--- src/rtl/wishbone_arb_pkg.sv ---
// Shared types and constants for the Wishbone classic arbiter.
// Holds the arbiter state encoding and the stall-counter width.
package wishbone_arb_pkg;

    typedef enum logic {
        IDLE = 1'b0,
        BUSY = 1'b1
    } arb_state_e;

    localparam int CNT_W = 16;

endpackage

--- src/rtl/wishbone_classic_arbiter_rr_select.sv ---
// Combinational round-robin picker: one-hot grant to the first requester
// strictly after last_i, wrapping from N-1 back to 0.
module rr_select #(
    parameter int N  = 4,
    parameter int IW = (N > 1) ? $clog2(N) : 1
) (
    input  logic [N-1:0]  req_i,
    input  logic [IW-1:0] last_i,
    output logic [N-1:0]  gnt_o,
    output logic          valid_o
);

    logic [IW-1:0] idx;

    always_comb begin
        gnt_o   = '0;
        valid_o = 1'b0;
        idx     = '0;
        for (int off = 1; off <= N; off++) begin
            idx = IW'((int'(last_i) + off) % N);
            if (!valid_o && req_i[idx]) begin
                gnt_o[idx] = 1'b1;
                valid_o    = 1'b1;
            end
        end
    end

endmodule

--- src/rtl/wishbone_classic_arbiter.sv ---
// Round-robin Wishbone classic arbiter: N controllers share one device,
// grant held for the whole cyc, stalled strobes end in an arbiter error.
module wishbone_classic_arbiter
    import wishbone_arb_pkg::*;
#(
    parameter int NUM_CTRL  = 4,
    parameter int DAT_WIDTH = 8,
    parameter int TIMEOUT   = 255
) (
    input  logic                                 clk_i,
    input  logic                                 rst_ni,
    input  logic [NUM_CTRL-1:0]                  ctrl_cyc_i,
    input  logic [NUM_CTRL-1:0]                  ctrl_stb_i,
    input  logic [NUM_CTRL-1:0]                  ctrl_we_i,
    input  logic [NUM_CTRL-1:0][DAT_WIDTH-1:0]   ctrl_dat_i,
    output logic [NUM_CTRL-1:0]                  ctrl_ack_o,
    output logic [NUM_CTRL-1:0]                  ctrl_err_o,
    output logic [NUM_CTRL-1:0]                  ctrl_rty_o,
    output logic [DAT_WIDTH-1:0]                 ctrl_dat_o,
    output logic                                 dev_cyc_o,
    output logic                                 dev_stb_o,
    output logic                                 dev_we_o,
    output logic [DAT_WIDTH-1:0]                 dev_dat_o,
    input  logic                                 dev_ack_i,
    input  logic                                 dev_err_i,
    input  logic                                 dev_rty_i,
    input  logic [DAT_WIDTH-1:0]                 dev_dat_i,
    output logic [NUM_CTRL-1:0]                  grant_o
);

    localparam int IW = (NUM_CTRL > 1) ? $clog2(NUM_CTRL) : 1;
    localparam logic [CNT_W-1:0] TMO = CNT_W'(TIMEOUT);

    arb_state_e          state_q, state_d;
    logic [NUM_CTRL-1:0] grant_q, grant_d;
    logic [IW-1:0]       gidx_q, gidx_d;
    logic [IW-1:0]       last_q, last_d;
    logic [CNT_W-1:0]    cnt_q, cnt_d;

    logic [NUM_CTRL-1:0] sel;
    logic                sel_vld;
    logic [IW-1:0]       sel_idx;

    logic             busy;
    logic             g_cyc;
    logic             g_stb;
    logic             dev_rsp;
    logic             stall;
    logic             tmo;
    logic [CNT_W-1:0] cnt_inc;

    rr_select #(
        .N  (NUM_CTRL),
        .IW (IW)
    ) u_rr (
        .req_i   (ctrl_cyc_i),
        .last_i  (last_q),
        .gnt_o   (sel),
        .valid_o (sel_vld)
    );

    always_comb begin
        sel_idx = '0;
        for (int i = 0; i < NUM_CTRL; i++) begin
            if (sel[i]) sel_idx = IW'(i);
        end
    end

    assign busy    = (state_q == BUSY);
    assign g_cyc   = ctrl_cyc_i[gidx_q];
    assign g_stb   = ctrl_stb_i[gidx_q];
    assign dev_rsp = dev_ack_i | dev_err_i | dev_rty_i;
    assign stall   = busy & g_cyc & g_stb & ~dev_rsp;
    assign cnt_inc = cnt_q + 1'b1;
    // Fires on the stalled cycle that brings the count up to TIMEOUT.
    assign tmo     = stall & (cnt_inc >= TMO);

    always_comb begin
        state_d = state_q;
        grant_d = grant_q;
        gidx_d  = gidx_q;
        last_d  = last_q;
        cnt_d   = cnt_q;
        unique case (state_q)
            IDLE: begin
                if (sel_vld) begin
                    state_d = BUSY;
                    grant_d = sel;
                    gidx_d  = sel_idx;
                    cnt_d   = '0;
                end
            end
            BUSY: begin
                if (!g_cyc) begin
                    state_d = IDLE;
                    grant_d = '0;
                    last_d  = gidx_q;
                    cnt_d   = '0;
                end else if (dev_rsp || tmo) begin
                    cnt_d = '0;
                end else if (stall) begin
                    cnt_d = cnt_inc;
                end
            end
            default: state_d = IDLE;
        endcase
    end

    always_ff @(posedge clk_i or negedge rst_ni) begin
        if (!rst_ni) begin
            state_q <= IDLE;
            grant_q <= '0;
            gidx_q  <= '0;
            last_q  <= IW'(NUM_CTRL - 1);
            cnt_q   <= '0;
        end else begin
            state_q <= state_d;
            grant_q <= grant_d;
            gidx_q  <= gidx_d;
            last_q  <= last_d;
            cnt_q   <= cnt_d;
        end
    end

    always_comb begin
        dev_cyc_o  = 1'b0;
        dev_stb_o  = 1'b0;
        dev_we_o   = 1'b0;
        dev_dat_o  = '0;
        ctrl_ack_o = '0;
        ctrl_err_o = '0;
        ctrl_rty_o = '0;
        if (busy) begin
            dev_cyc_o          = g_cyc & ~tmo;
            dev_stb_o          = g_stb & ~tmo;
            dev_we_o           = ctrl_we_i[gidx_q];
            dev_dat_o          = ctrl_dat_i[gidx_q];
            ctrl_ack_o[gidx_q] = dev_ack_i;
            ctrl_err_o[gidx_q] = dev_err_i | tmo;
            ctrl_rty_o[gidx_q] = dev_rty_i;
        end
    end

    assign ctrl_dat_o = dev_dat_i;
    assign grant_o    = busy ? grant_q : '0;

endmodule

--- config.mk ---
export PLATFORM = sky130hd
export DESIGN_NAME = wishbone_classic_arbiter
export DESIGN_NICKNAME = d
export VERILOG_FILES = /design/src/rtl/wishbone_arb_pkg.sv /design/src/rtl/wishbone_classic_arbiter_rr_select.sv /design/src/rtl/wishbone_classic_arbiter.sv
export SDC_FILE = /design/constraint.sdc
export NUM_CORES = 1
export LEC_CHECK = 0
export CORE_ASPECT_RATIO = 0.75
export CORE_MARGIN = 2
export CORE_UTILIZATION = 47
export DETAILED_ROUTE_END_ITERATION = 8
export MAX_ROUTING_LAYER = met4
export PLACE_DENSITY = 0.87
export SETUP_SLACK_MARGIN = 0.2
export SKIP_LAST_GASP = 1
export SLEW_MARGIN = 20
export SYNTH_ARGS = -nofsm -noshare
export SYNTH_HDL_FRONTEND = slang
export SYNTH_SLANG_ARGS = --single-unit
--- constraint.sdc ---
create_clock -name clk_i -period 4.85 [get_ports clk_i]
set_input_delay 0.97 -clock clk_i [delete_from_list [all_inputs] [get_ports clk_i]]
set_output_delay 0.97 -clock clk_i [all_outputs]
set_load 0.02 [all_outputs]
==> impl_metrics.yaml, run 1 <==
placement:
  place_ws_ps: 604
  finalWeightedCongestion: 0.884
  dp.cells: 346
  dp_hpwl_um: 4520
  io_buffers: 75
  placed_area_um2: 2930
cells_and_area:
  multi_input_area_um2: 1440
  nets: 358
  n_fill_cell: 369
  post-route-util_pct: 66.5
  final_layout_size_suffix_gt1_share_pct: 13.0
  area_delta_synth_final_pct: 35.7
  seqCellArea_um2: 628
  stdcell_area_um2: 2970
  final_cells: 350
  antenna_cells: 0
power_and_ir_drop:
  pwr-share-comb_pct: 64.6
  p_int_mw: 0.767
  clkPwrFrac_pct: 9.3
  vdd.ir_drop.worst_mv: 0.426
  pwr_density_cell_nw_per_um2: 445
  netSwitchingFraction_pct: 42.0
  leakagePower_nw: 1.17
  seq_power_share_pct: 26.1
  switchingPower_mw: 0.556
critical_path:
  critPathTopFamily: "simple AND/OR/NAND/NOR gates"
  crit_type: "flop to output port"
  worstPathMaxFanout: 7
  r2r_setup_slack_ps: 2130
  cp-end-kind: "output port"
  critPathArrivalTime_ps: 3340
  cp_cell_sequence: "ha_1 > nand3_2 > o21a_1 > o221a_2 > or4_4 > o21bai_2 > and3_1 > clkdlybuf4s50_1"
  crit_required_ps: 3880
  rr_startpoint: "last_q[0]$_DFFE_PN1P_"
  cp_num_buf_inv: 1
  startpoint: "cnt_q[0]$_DFFE_PN0P_"
  r2r_end: "gidx_q[0]$_DFFE_PN0P_"
  slowest_delay_ps: 600
  crit_slowest_cell: "clkdlybuf4s50_1"
  start_kind: "flop"
  reg2reg_depth: 8
synth:
  synth_mux_area_share_pct: 17.8
  async_reset_ff_share_pct: 100
  yosysSeqAreaShare_pct: 28.7
  synth_area_um2: 2190
  synth-edff-count: 0
  syn_inst: 229
  synth_area_per_cell_um2: 9.56
  ys_top_cells_by_area: "dfrtp_1 (26%), mux4_2 (15%), and2_1 (8.0%)"
  syn_nets: 293
  synth_simple_gate_area_share_pct: 30.5
  synthAdderAreaFrac_pct: 4.00
  synth_top_family_by_area: "simple AND/OR/NAND/NOR gates"
  synth_compound_area_share_pct: 12.0
  synth_flop_cell: "dfrtp_1"
  synth-seq-cells: 25
  synth-xor-area-share_pct: 1.20
  yosysTopAreaCell: "dfrtp_1"
  synth_top_area_share_pct: 26.3
  yosysWarnings: 0
  synth_cell_type_count: 52
global_routing:
  antenna_found_initial: 0
  grt_pass1_vias: 1852
  grt_max_degree: 26
  grt_pass1_wl_um: 9290
  groute.usage.overall_pct: 22.7
  grt.overflow.total: 0
floorplan:
  die_y_um: 63.1
  num_rows: 21
  initial_core_util_pct: 49.0
  die_w_um: 82.8
  die_area_um2: 5230
  io_pins: 92
  core_um2: 4470
timing:
  setup-violations-final: 0
  slew_headroom_pct: 49.6
  finClkSkew_ps: 3.47
  fmax_mhz: 232
  fin_crit_ps: 4310
  grt_setup_unrepaired: "false"
  fin_crit_sh_pct: 88.8
  finalSetupTns_ps: 0
  hold_viol: 0
  worst_slack_ps: 542
  worst_slew_pin_slew_ps: 757
  drv_slew: 0
min_path:
  min_path_cells: 2
  min_to: "grant_q[3]$_DFFE_PN0P_"
  hold_class: "flop to flop"
  min_from: "grant_q[3]$_DFFE_PN0P_"
clock_tree:
  cts_resized: 0
  clockRootBuffer: "clkbuf_8"
  cts_tree: "done"
  cts_max_path_buffers: 2
  cts_setup_buffers: 0
  holdBufCountCts: 0
  clk_latency_ps: 270
  cts_max_level: 1
  clk_pin_slew_worst_paths_ps: 80
  cts_num_sinks: 25
  cts_buffers: 3
detailed_routing:
  postRouteAntennaNets: 0
  vias_per_cell: 5.85
  detail_route.wl_per_cell_um: 16.6
  first_pass_iters: 4
  drc: 0
  drt_iter0_markers: 106
  wirelength_um: 5810
  vias: 2047
run:
  drv_cap: 0
status:
  outcome: "complete, no violations"
-- worst max path at each step --
stage,endpoint,depth (start not counted),slack (ps)
3_3_place_gp,ctrl_err_o[1],7,670
2_1_floorplan,dev_cyc_o,7,1500
6_report,dev_stb_o,8,540
5_1_grt,ctrl_err_o[2],7,410
3_5_place_dp,dev_stb_o,7,600
4_1_cts,dev_stb_o,8,560
-- layout by cell type (no fill, tap or decap), types with 2 or more instances in the layout --
cell and n:
or3b_1 2, dfrtp_1 23, nor2_1 14, clkdlybuf4s50_1 74, nand2b_1 2, mux2i_1 3, nand3_1 9, a22oi_1 6
o21ai_0 6, o211ai_1 3, xnor2_1 3, nor3_1 9, nor4_1 3, inv_1 8, nand4_1 4, o21a_1 3
dfstp_2 2, nor3_2 2, mux4_2 15, clkbuf_8 3, nand2_1 26, and2_1 28, ha_1 7, nor2b_1 2
buf_4 2, a21oi_1 2, a211oi_1 3, mux2_2 2, a22o_1 3
-- cell type report --
class / instances / share of cell area [%]
Sequential cell: 25 / 21.1
Tap cell: 57 / 2.40
Timing Repair Buffer: 77 / 25.6
Inverter: 8 / 1.01
Multi-Input combinational cell: 179 / 48.3
Clock buffer: 4 / 1.52
-- stage by stage --
stage	hold WS [ps]	power (mW)
2_1_floorplan	438	0.897
3_3_place_gp	459	1.19
3_5_place_dp	467	1.20
4_1_cts	487	1.33
5_1_grt	525	1.41
6_report	486	1.32
-- cells by family (layout without fill, tap and decap cells) --
logic type | after synthesis | count (layout)
adders and majority gates | 7 | 7
and+or+nand+nor | 113 | 113
DFF | 25 | 25
xor gates and xnor gates | 3 | 3
AOI/OAI and AO/OA | 36 | 36
buffers and inverters | 25 | 89
muxes | 20 | 20
-- tightest hold or removal path, stage by stage (launching register included) --
cell and delay (ps):
dfrtp_1 350, nand2_1 50, o31ai_1 50
-- registers in the layout, summed over array words and instances (netlist names) --
signal,cells
busy,1
cnt_q,16
gidx_q,2
grant_q,4
last_q,2
-- power groups by stage --
stage	Combinational (mW)	Sequential, mW	Clock, mW
6_report	0.855	0.346	0.123
4_1_cts	0.854	0.346	0.127
3_5_place_dp	0.852	0.351	0
2_1_floorplan	0.621	0.276	0
5_1_grt	0.909	0.359	0.139
3_3_place_gp	0.839	0.347	0
-- metal layers --
layer	share of wire, %	global-route usage, %	wire (um)	vias to the layer above
li1	-	-	-	970
met5	0	-	0	-
met3	8.3	5.11	480	8
met1	46	31.8	2680	957
met4	1.1	3.89	62	0
met2	44	34.7	2590	112
-- Yosys cell counts, types with 2 or more instances --
cell type  number
and2_1         28
nand2_1        26
dfrtp_1        23
mux4_2         15
nor2_1         14
nand3_1         9
nor3_1          9
buf_4           8
inv_1           8
ha_1            7
a22oi_1         6
o21ai_0         6
clkbuf_1        5
nand4_1         4
a211oi_1        3
a22o_1          3
mux2i_1         3
nor4_1          3
o211ai_1        3
o21a_1          3
xnor2_1         3
a21oi_1         2
buf_1           2
buf_2           2
dfstp_2         2
mux2_2          2
nand2b_1        2
nor2b_1         2
nor3_2          2
or3b_1          2
(Power assumes the default switching activity.)
==> run 2, diff against run 1 <==
--- a/config.mk
+++ b/config.mk
@@ -8,6 +8,7 @@
 export CORE_ASPECT_RATIO = 0.75
 export CORE_MARGIN = 2
 export CORE_UTILIZATION = 47
+export CTS_CLUSTER_SIZE = 8
 export DETAILED_ROUTE_END_ITERATION = 8
 export MAX_ROUTING_LAYER = met4
 export PLACE_DENSITY = 0.87
==> results of run 2 <==
Final layout, timing and power as in run 1 (identical DEF).
==> variant (settings of run 2) <==
Put a register stage on the output `ctrl_err_o`, cleared by the reset. The value now appears one clock later. The other outputs are not delayed to match.
--- a/src/rtl/wishbone_classic_arbiter.sv
+++ b/src/rtl/wishbone_classic_arbiter.sv
@@ -30,6 +30,8 @@
 
     localparam int IW = (NUM_CTRL > 1) ? $clog2(NUM_CTRL) : 1;
     localparam logic [CNT_W-1:0] TMO = CNT_W'(TIMEOUT);
+
+    logic [NUM_CTRL-1:0] ctrl_err_d;
 
     arb_state_e          state_q, state_d;
     logic [NUM_CTRL-1:0] grant_q, grant_d;
@@ -128,7 +130,7 @@
         dev_we_o   = 1'b0;
         dev_dat_o  = '0;
         ctrl_ack_o = '0;
-        ctrl_err_o = '0;
+        ctrl_err_d = '0;
         ctrl_rty_o = '0;
         if (busy) begin
             dev_cyc_o          = g_cyc & ~tmo;
@@ -136,7 +138,7 @@
             dev_we_o           = ctrl_we_i[gidx_q];
             dev_dat_o          = ctrl_dat_i[gidx_q];
             ctrl_ack_o[gidx_q] = dev_ack_i;
-            ctrl_err_o[gidx_q] = dev_err_i | tmo;
+            ctrl_err_d[gidx_q] = dev_err_i | tmo;
             ctrl_rty_o[gidx_q] = dev_rty_i;
         end
     end
@@ -144,5 +146,13 @@
     assign ctrl_dat_o = dev_dat_i;
     assign grant_o    = busy ? grant_q : '0;
 
+    always_ff @(posedge clk_i or negedge rst_ni) begin
+        if (!rst_ni) begin
+            ctrl_err_o <= '0;
+        end else begin
+            ctrl_err_o <= ctrl_err_d;
+        end
+    end
+
 endmodule
 
Function: changed (a bounded check fails within 4 cycles, from zero or initial values and one cycle with rst_ni low).
==> variant against run 2 <==
The run now ends with design-rule violations left. Area after synthesis increased by 7.7%. Sequential power increased by 16%. Wire length increased by 0.55%. Clock skew decreased by 0.0019 ns. Clock power increased by 79%. Sequential cell count increased by 4. Final cell count increased by 6.9%. Via count increased by 4.3%. Total power increased by 7.7%. Non-clock buffer count decreased by 1. Setup slack improved by 0.13 ns. Hold slack got worse by 0.0083 ns. Synthesized cell count increased by 8.7%. Design area increased by 6.9%. Critical path type is now primary input to output port. Largest cell class unchanged. Highest routed layer unchanged.
==> variant: results (changes against run 2) <==
stage,metric,value,unit,change
grt,grt_pass1_vias,2009,,+8.5%
drt,wl_met2,2761,um,+6.7%
placed_design,pre_cts_ws,0.7263,ns,+0.1222 ns
logic_synthesis,synthAdderAreaFrac,3.714,%,-0.29 points
run_status,status,"finished, violations left",,
cells_and_area,seq_area_share,22.93,%,+1.8 points
cells_and_area,final_cell_area,3176,sq um,+6.9%
sta,holdWs,0.4778,ns,-0.008281 ns
power,p_leak,1.286,nW,+10%
clock_tree,htreeDepth,2,,+1
grt,grt_first_pass_wirelength,9804,um,+5.5%
drt,dr.first_iter.drc_count,158,,+49%
placed_design,placed_area,3074,sq um,+5.1%
logic_synthesis,synthMuxAreaShare,15.17,%,-2.7 points
power,peakVddDrop,0.2827,mV,-34%
cells_and_area,num-nonclk-inverters,9,,+1
worst_setup_path,cp_max_fo,10,,+3
drt,vias,2135,,+4.3%
clock_tree,cts.sinks,29,,+16%
logic_synthesis,syn_nets,313,,+6.8%
worst_setup_path,path_delay_family,buffers and inverters,,
floorplan,std_cell_rows,22,,+4.8%
sta,period_share,86.07,%,-2.7 points
grt,grt_use_total,23.19,%,+0.44 points
run_status,violations,design-rule violations,,
power,swShare,40.30,%,-1.7 points
cells_and_area,nFillCells,404,,+9.5%
logic_synthesis,synth_common_cells,"and2_1, dfrtp_1, nand2_1",,
logic_synthesis,synth.top_cells.by_area,"dfrtp_1, mux4_2, and2_1",,
drt,drc,6,,+6
logic_synthesis,synth-xor-area-share,1.485,%,+0.29 points
cells_and_area,nNetsFinal,377,,+5.3%
cells_and_area,buffer_area_share,23.88,%,-1.7 points
placed_design,routabilityCongestion,0.8919,,+0.89%
logic_synthesis,syn_inst,249,,+8.7%
drt,firstDrtPassIters,7,,+3
cells_and_area,nClkBuffers,7,,+3
cells_and_area,multi_input_area,1479,sq um,+3.1%
logic_synthesis,synth.distinct_cells,60,,+15%
grt,grt_start_max_net_pins,30,,+15%
variant: changes by cell type in the layout (fill, tap and decap cells not counted), moves of 3 or more:
cell / before / now
o21a_1: 3 / 0
a211oi_1: 3 / 0
nor3_1: 9 / 4
o21ai_0: 6 / 11
clkbuf_8: 3 / 7
dfrtp_1: 23 / 27
a21oi_1: 2 / 6
nor2_1: 14 / 17
or2_2: 1 / 4
a22oi_1: 6 / 3
o2111ai_1: 0 / 3
variant: logic make-up (layout without fill, tap and decap cells):
logic type,after synthesis,in the layout
and+or+nand+nor,118,118
muxes,18,18
AOI/OAI and AO/OA,45,45
buffers and inverters,28,93
adders and majority gates,7,7
xor gates and xnor gates,4,4
DFF,29,29
variant: tightest hold or removal path: stages, from the launching register on:
cell and delay (ns):
dfrtp_1 0.34, nand2_1 0.04, o21ai_0 0.06
variant: power by group through the flow:
stage	registers (mW)	clock network, mW	logic, mW
6_report	0.401	0.220	0.804
5_1_grt	0.420	0.236	0.860
4_1_cts	0.403	0.226	0.806
3_5_place_dp	0.407	0	0.799
3_3_place_gp	0.406	0	0.785
2_1_floorplan	0.325	0	0.608
variant: final timing paths:
| path | from | to | cells past startpoint |
|---|---|---|---|
| setup / recovery | ctrl_cyc_i[0] | dev_cyc_o | 6 |
| hold / removal | grant_q[2] | grant_q[2] | 2 |
| setup reg to reg | last_q[0] | gidx_q[0] | 8 |
| hold reg to reg | grant_q[2] | grant_q[2] | 2 |
| max in group asynchronous | rst_ni | last_q[0] | 2 |
| min in group asynchronous | rst_ni | cnt_q[9] | 2 |
variant: per-layer routing:
| metal | global-route usage, % | up-vias |
|---|---|---|
| li1 | - | 1039 |
| met4 | 9.524 | 0 |
| met3 | 6.407 | 20 |
| met2 | 34.28 | 71 |
| met5 | - | - |
| met1 | 30.35 | 1005 |
